### config.mk
export PLATFORM = sky130hd
export DESIGN_NAME = countdown_timer_chain
export DESIGN_NICKNAME = d
export VERILOG_FILES = /design/src/rtl/countdown_timer_chain.sv
export SDC_FILE = /design/constraint.sdc
export NUM_CORES = 1
export LEC_CHECK = 0
export CAP_MARGIN = 20
export CORE_UTILIZATION = 51
export CTS_BUF_LIST = sky130_fd_sc_hd__clkbuf_8 sky130_fd_sc_hd__clkbuf_16
export DETAILED_ROUTE_END_ITERATION = 10
export PLACE_DENSITY_LB_ADDON = 0.25
export SYNTH_ARGS = -nofsm -noshare
export SYNTH_HDL_FRONTEND = slang
export SYNTH_SLANG_ARGS = --single-unit
### constraint.sdc
create_clock -name i_clk -period 12.5 [get_ports i_clk]
set_input_delay 3.75 -clock i_clk [delete_from_list [all_inputs] [get_ports i_clk]]
set_output_delay 3.75 -clock i_clk [all_outputs]
set_load 0.005 [all_outputs]
### src/rtl/countdown_timer_chain.sv
// Multi-digit BCD countdown timer with per-digit radix (mm:ss capable),
// load clamping, start/pause toggle, penalty subtraction and expiry.
//
// state      | meaning
// ST_IDLE    | no valid preset, count is zero
// ST_ARMED   | nonzero preset loaded, or paused; count held
// ST_RUN     | counting down on tick, penalty applies
// ST_EXPIRED | count reached zero; held until clear or reset
module countdown_timer_chain #(
  parameter int                    NUM_DIGITS = 4,
  parameter logic [NUM_DIGITS-1:0] RADIX_MASK = 4'b0010,
  parameter int                    PEN_IDX    = 1
) (
  input  logic                    i_clk,
  input  logic                    i_rst_n,
  input  logic                    i_tick,
  input  logic                    i_load,
  input  logic [4*NUM_DIGITS-1:0] i_user_digits,
  input  logic                    i_start,
  input  logic                    i_penalty,
  input  logic                    i_clear,
  output logic [4*NUM_DIGITS-1:0] o_timer_count,
  output logic                    o_expired,
  output logic                    o_load_err,
  output logic [1:0]              o_config_flag
);

  localparam int W = 4 * NUM_DIGITS;

  typedef enum logic [1:0] {
    ST_IDLE    = 2'b00,
    ST_ARMED   = 2'b01,
    ST_RUN     = 2'b10,
    ST_EXPIRED = 2'b11
  } state_t;

  state_t         r_state;
  logic [W-1:0]   r_count;
  logic           r_load_err;

  logic [W-1:0]   w_dec;
  logic           w_underflow;
  logic [W-1:0]   w_next;
  logic [W-1:0]   w_clamped;
  logic           w_clamp_any;
  logic           w_load_ok;

  // Ripple-borrow subtraction of the combined tick and penalty weights.
  always_comb begin
    logic       v_borrow;
    logic [3:0] v_need;
    logic [3:0] v_radix;
    logic [3:0] v_digit;
    v_borrow = 1'b0;
    v_need   = 4'd0;
    v_radix  = 4'd10;
    v_digit  = 4'd0;
    w_dec    = '0;
    for (int i = 0; i < NUM_DIGITS; i++) begin
      v_radix = RADIX_MASK[i] ? 4'd6 : 4'd10;
      v_digit = r_count[4*i +: 4];
      v_need  = 4'(v_borrow) + 4'((i == 0) && i_tick) + 4'((i == PEN_IDX) && i_penalty);
      if (v_digit >= v_need) begin
        w_dec[4*i +: 4] = v_digit - v_need;
        v_borrow        = 1'b0;
      end else begin
        w_dec[4*i +: 4] = v_digit + v_radix - v_need;
        v_borrow        = 1'b1;
      end
    end
    w_underflow = v_borrow;
  end

  // A borrow out of the top digit means the penalty exceeded the remaining time.
  assign w_next = w_underflow ? '0 : w_dec;

  // Clamp each preset digit to its radix and flag any clamping.
  always_comb begin
    logic [3:0] v_max;
    v_max       = 4'd9;
    w_clamped   = '0;
    w_clamp_any = 1'b0;
    for (int i = 0; i < NUM_DIGITS; i++) begin
      v_max = RADIX_MASK[i] ? 4'd5 : 4'd9;
      if (i_user_digits[4*i +: 4] > v_max) begin
        w_clamped[4*i +: 4] = v_max;
        w_clamp_any         = 1'b1;
      end else begin
        w_clamped[4*i +: 4] = i_user_digits[4*i +: 4];
      end
    end
  end

  assign w_load_ok = (r_state == ST_IDLE) || (r_state == ST_ARMED);

  // Control FSM: clear > load > start > tick/penalty.
  always_ff @(posedge i_clk or negedge i_rst_n) begin
    if (!i_rst_n) begin
      r_state    <= ST_IDLE;
      r_count    <= '0;
      r_load_err <= 1'b0;
    end else begin
      r_load_err <= 1'b0;
      if (i_clear) begin
        r_state <= ST_IDLE;
        r_count <= '0;
      end else if (i_load) begin
        // A start arriving with load is swallowed, even when the load itself is ignored.
        if (w_load_ok) begin
          r_count    <= w_clamped;
          r_load_err <= w_clamp_any;
          r_state    <= (w_clamped == '0) ? ST_IDLE : ST_ARMED;
        end
      end else if (i_start) begin
        if (r_state == ST_ARMED)
          r_state <= ST_RUN;
        else if (r_state == ST_RUN)
          r_state <= ST_ARMED;
      end else if ((r_state == ST_RUN) && (i_tick || i_penalty)) begin
        if (w_next == '0) begin
          r_count <= '0;
          r_state <= ST_EXPIRED;
        end else begin
          r_count <= w_next;
        end
      end
    end
  end

  assign o_timer_count = r_count;
  assign o_expired     = (r_state == ST_EXPIRED);
  assign o_load_err    = r_load_err;
  assign o_config_flag = r_state;

endmodule
Yosys cells after proc, flatten, opt, wreduce, memory -nomap -nowiden:

Index checks and enable logic that the tools add are counted.

* output and inout bits: 20
* bits in registers: 19
* logic and storage cells: 72
* input bits: 23

* reduce and logical (&&, ||, !) cells: 11
* $lt $le $gt $ge: 8
* add/sub/neg operators: 11
* muxes and demuxes: 33
* equality and inequality tests: 6

Operators with widths (count)
* 16-bit two-way mux: 7
* 16-bit zero test: 2
* 4-bit two-way mux: 7
* 4-bit by 1-bit subtractor with 4-bit output: 5
* 2-bit two-way mux: 8
* 4-bit by 1-bit >= comparator with 1-bit output: 3
* 4-bit > comparator, second input constant: 3
* 1-bit two-way mux: 11
* 4-bit adder, second input constant: 2
* 4-bit nonzero test: 2
* 4-bit by 2-bit subtractor with 4-bit output: 2
* 5-bit by 2-bit inequality test with 1-bit output, second input constant: 1
* 4-bit by 3-bit adder with 4-bit output, second input constant: 1
* 2-bit == test, second input constant: 2
* 4-bit by 2-bit >= comparator with 1-bit output: 1
* 4-bit by 3-bit > comparator with 1-bit output, second input constant: 1
* 4-bit AND reduction: 1
* 3-bit by 1-bit inequality test with 1-bit output, second input constant: 1
* 3-bit by 2-bit inequality test with 1-bit output, second input constant: 1
* 3-bit AND reduction: 1
* 3-bit nonzero test: 1
* 1-bit by 1-bit adder with 2-bit output: 1
* 2-bit by 1-bit == test with 1-bit output, second input constant: 1
* 2-bit zero test: 1
* 2 further kinds: 3

Logic depth before layout (Yosys ltp):

* depth after elaboration: 15
* gate-level depth with buffers: 26
* depth with buffers taken out: 24

Worst setup path after synthesis:

No wires, ideal clock.

* path kind: input to register
* from: input i_tick
* to: register r_state[0] (netlist: o_config_flag[0])
* required time: 12.424 ns
* setup time: 0.076 ns
* data arrival time: 8.310 ns
* buffers on the path: 2
* stages: 23
* path slack: 4.114 ns
* path through: ha_1 -> ha_1 -> nand2b_1 -> nand3_1 -> inv_1 -> ha_1 -> ha_1 -> fa_1 -> nor2b_2 -> nand3_1 -> nor2_1 -> ha_1 -> nand2b_1 -> o311a_1 -> o21a_1 -> buf_6 -> ha_1 -> nor2b_1 -> or3_1 -> clkbuf_1 -> a311o_1 -> or4_1 -> o21ai_1

* word-level cells in the longest chain between the ends: 12
* elaborated cells on any way between the ends: 25
* classes of those cells: 8 x add/sub; 4 x order compare; 7 x mux; 6 x reduce/logical

Ends and longest elaborated chain
* from (decl): RTL line 16 `input logic i_tick,`
* 4-bit by 1-bit >= comparator with 1-bit output: RTL line 63 `if (v_digit >= v_need) begin`
* 1-bit two-way mux: RTL line 63
* 1-bit by 1-bit adder with 2-bit output: RTL line 62 `v_need = 4'(v_borrow) + 4'((i == 0) && i_tick) + 4'((i == PEN_IDX) && i_penalty);`
* 4-bit by 2-bit >= comparator with 1-bit output: RTL line 63
* 1-bit two-way mux: RTL line 63
* 4-bit by 1-bit >= comparator with 1-bit output: RTL line 63
* 1-bit two-way mux: RTL line 63
* 4-bit by 1-bit subtractor with 4-bit output / 4-bit by 1-bit >= comparator with 1-bit output (equally long branches): RTL line 64, 63
* 16-bit two-way mux: RTL line 75 `assign w_next = w_underflow ? '0 : w_dec;`
* 16-bit zero test: RTL line 120 `if (w_next == '0) begin`
* 4-bit nonzero test (no source line)
* 4-bit AND reduction (no source line) (*)
* to (signal assigned): RTL line 112 `r_state <= (w_clamped == '0) ? ST_IDLE : ST_ARMED;`
* to (decl): RTL line 37 `state_t r_state;`

Mark *: on every way between the ends. The rest lies on a longest branch, timed or not.
A chain may end at the register's enable or synchronous reset.

Final worst setup path:

Same ends and word-level chain as after synthesis.

==> results.txt <==
* Status: completed
- Height of the die: 63.81 um
* Static Leak: approximately 1.1 nW
- Remaining design rule violation count: 0
- For the final routed database, the setup TNS stands at 0 ns.
* Critical setup path kind: primary input to flip-flop
* Number of antenna violations at the first check in global routing: 0
- At the worst endpoint, the arrival time is 9.44 ns.
- Counting every net in the synthesized netlist gives 295.
- Final Cycle Share: 73.95%
- A synthesized cell averages 7.761 um^2.
* Port Buffer Count: 42
* Total Wirelength: 5097 um
- Fraction of final layout cells with drive strength greater than 1: 3.819%
* Leading cell type in the layout, fill and taps excluded: clkdlybuf4s50_1
- Maximum level of the CTS H-tree: 1
* Die area: 4071 um^2
- The later pin in the worst-skew pair is clocked with a latency of 0.26 ns.
- The placed instances occupy a cell area of 2387 um^2.
- After global routing the overflow that remains totals 0.
- The die is between 60 and 70 um wide.
- Routed wire per std cell: about 15 um
- Hold timing on the final database bottoms out at a slack of between 0.5 and 0.6 ns.
- In this run, the number of DRC markers left after iteration 0 of detailed routing was 226.
* Nature of the critical path startpoint: primary input
- Global-route wire length before repair: 8618 um
* Total number of clock tree sinks: 19
- For the worst setup path, the data required time is 12.70 ns.
* Number of max-cap violations: 0
- Multi-input gate area in the final layout: 1300 um^2
* Post-CTS Setup Repair Bufs: 0
* Uppermost routed layer: met4
* Maximum VDD drop: 87.40 uV
- The synthesized netlist occupies a cell area of 1948 um^2.
* Final setup violation count: 0
- RSZ-0062 raised after global routing: no
* Average via count per standard cell: 5.789
- DRT met1 WL: 2567 um
* Amount of wire on met2 after detailed routing: 2173 um
* Crit path largest cell delay: 0.47 ns
* Critical path fanouts, max: 9
- Cells fill 66.44% of the core in the end.
- The detailed router placed slightly below 2000 vias in this run.
- Maximum clock rate: 108.2 MHz
* Clock Root Buffer: clkbuf_8
- Number of global-route vias before repair: 1800
- Entering global routing, the biggest net connects 24 pins.
* Initial core utilization: between 50% and 60%
- Async set or reset register ratio after synthesis: 100.0%
* Clock buffer count from CTS: 3
- From synthesis to final layout, the design area changed by 24.86%.
* Hold Fails Final Rpt: 0
- The worst setup path is captured at a flip-flop.
* HPWL reported at the end of detailed placement: 3830 um
* Cell with the largest stage delay on the worst path: clkdlybuf4s50_1
- Pins Over Slew Limit: 0
- With fillers left out, the area of the finished cells amounts to 2432 um^2.
* Register Area: 475.5 um^2
- Synth Flop Type: dfrtp_1
- The repair_antennas step left the layout with diodes totalling 0.
- Dividing total power by cell area gives a power density of 153.0 nW/um^2.
- The worst pin sits at a relative slew slack of 38.28%.
- Setup skew after layout: between 0.005 and 0.006 ns
- Number of filler cells placed in the layout: 317
- The first detailed-routing pass ran for 4 iterations.
- Yosys mapped the design onto between 50 and 60 distinct sky130hd cell types.
- The design draws 0.3721 mW.
- Proportion of synthesized chip area in sequential cells: 24.41%
- After clock tree synthesis, the repair step resized 0 gates.
* CTS tree: yes
- Post-layout net count: 333
- The core region is 3661 um^2.
- Global routing consumed, over all layers together, between 20% and 30% of the routing resources.
- In this run the count of I/O pins placed on the die edge is 43.
- The min-delay analysis places its worst path in the category flip-flop to flip-flop.
- Counting flops with a built-in enable in the synthesized netlist gives 0.
* Wire length on met3: ~300 um
- In this run the remaining antenna-violating nets after routing total 0.
- Among the stages of the critical path, the cell type that occurs most often is ha_1.
* Most frequent cells in the layout: clkdlybuf4s50_1, inv_1, nor2_1
- The critical path contains buffers and inverters numbering 2 combined.
* Minimum period implied by the final worst setup slack: a little over 9 ns
- Max Root-Sink Buffers: 2
* Number of flip-flops and latches in the synthesized netlist: 19
- Cells along the critical path: clkdlybuf4s50_1, ha_1, ha_1, nand2b_1, nand3_1, inv_1, ha_1, ha_1, fa_1, nor2b_2, nand3_1, nor2_1, ha_1, nand2b_1, o311a_1, o21a_1, ha_1, ha_1, nand2b_1, nor3_2, a21oi_1, a311o_1, or4_1, o21ai_1
- For this run, the number of Yosys warnings is 0.
* Hold-fix buffers at CTS: 0
- Clock slew seen by the registers of the worst setup and hold paths: 0.08 ns
- Synthesis handed over a netlist of 251 instances.
- In this run the core area contains 22 standard-cell rows.
* Global placement routability congestion: between 0.9 and 1
- For the pin with the worst max-slew slack, the measured transition is 0.9230 ns.
* Worst-case register-to-register setup slack: 6.81 ns
- The cell family contributing the most delay on the critical path is simple AND/OR/NAND/NOR gates.
[power breakdown]
part / total, mW / switching, mW / leakage, nW / internal, mW
logic: 0.239 / 0.127 / 0.780 / 0.112
clock network: 0.0447 / 0.0228 / 0.0269 / 0.0219
registers: 0.0883 / 0.0164 / 0.250 / 0.0719
[cell families after synthesis]
kind of cell | after synthesis | synth area share, %
AO/OA/AOI/OAI | 69 | 23.70
buffers and inverters | 43 | 8.863
AND/OR/NAND/NOR | 84 | 21.58
flip-flops | 19 | 24.41
adder cells (fa/ha/maj) | 21 | 14.26
XOR/XNOR | 9 | 4.046
multiplexers | 6 | 3.147
[final timing paths]
| path | start | to | cells past startpoint |
|---|---|---|---|
| min in group asynchronous | i_rst_n | o_timer_count[5]$_DFFE_PN0P_ | 1 |
| setup / recovery | i_tick | o_config_flag[0]$_DFFE_PN0P_ | 24 |
| setup reg to reg | o_timer_count[0]$_DFFE_PN0P_ | o_config_flag[0]$_DFFE_PN0P_ | 24 |
| hold reg to reg | o_timer_count[3]$_DFFE_PN0P_ | o_timer_count[3]$_DFFE_PN0P_ | 2 |
| max in group asynchronous | i_rst_n | o_timer_count[12]$_DFFE_PN0P_ | 1 |
| hold / removal | o_timer_count[3]$_DFFE_PN0P_ | o_timer_count[3]$_DFFE_PN0P_ | 2 |
[flip-flops by register name, indices dropped and copies added, names as in the netlist]
signal	count
o_config_flag	2
o_load_err	1
o_timer_count	16
[tightest hold or removal path, delay by kind of cell, from the launching register on]
family          cells  cell delay, ns
flops               1            0.37
compound gates      1            0.06
simple gates        1            0.05
[area by class of cell]
| class | count | share of cell area, % |
|---|---|---|
| inverters | 33 | 5.093 |
| clock buffers | 3 | 1.698 |
| repair buffers | 43 | 17.59 |
| multi-input cells | 189 | 53.45 |
| clock inverters | 1 | 0.1543 |
| well taps | 48 | 2.469 |
| flip-flops and latches | 19 | 19.55 |
[synthesized netlist by cell type, types with 3 or more instances]
library cell | number | area, um^2
inv_1 | 31 | 116.4
nor2_1 | 25 | 93.84
nand2_1 | 24 | 90.09
dfrtp_1 | 19 | 475.5
ha_1 | 19 | 237.7
o21ai_0 | 12 | 60.06
a21oi_1 | 10 | 50.05
o21ai_1 | 10 | 50.05
clkbuf_1 | 8 | 30.03
nand2b_1 | 6 | 37.54
a31oi_1 | 5 | 31.28
mux2i_1 | 5 | 50.05
xnor2_1 | 5 | 43.79
a32oi_1 | 4 | 35.03
xor2_1 | 4 | 35.03
a22oi_1 | 3 | 22.52
nand3_1 | 3 | 15.01
nand4_1 | 3 | 18.77
nor2b_1 | 3 | 18.77
nor3_1 | 3 | 15.01
nor4_1 | 3 | 18.77
[layer usage]
layer  track usage (%)  vias up
li1                  -      959
met1             40.56      911
met2             40.03       68
met3             3.571        7
met4             7.386        0
met5                 0        -
[through the flow]
| stage | setup slack, ns | cells |
|---|---|---|
| floorplan | 4.114 | 251 |
| global placement | 3.263 | 332 |
| detailed placement | 3.067 | 332 |
| CTS | 3.313 | 336 |
| global route | 2.778 | 336 |
| finish | 3.256 | 336 |
(Power assumes the default switching activity.)
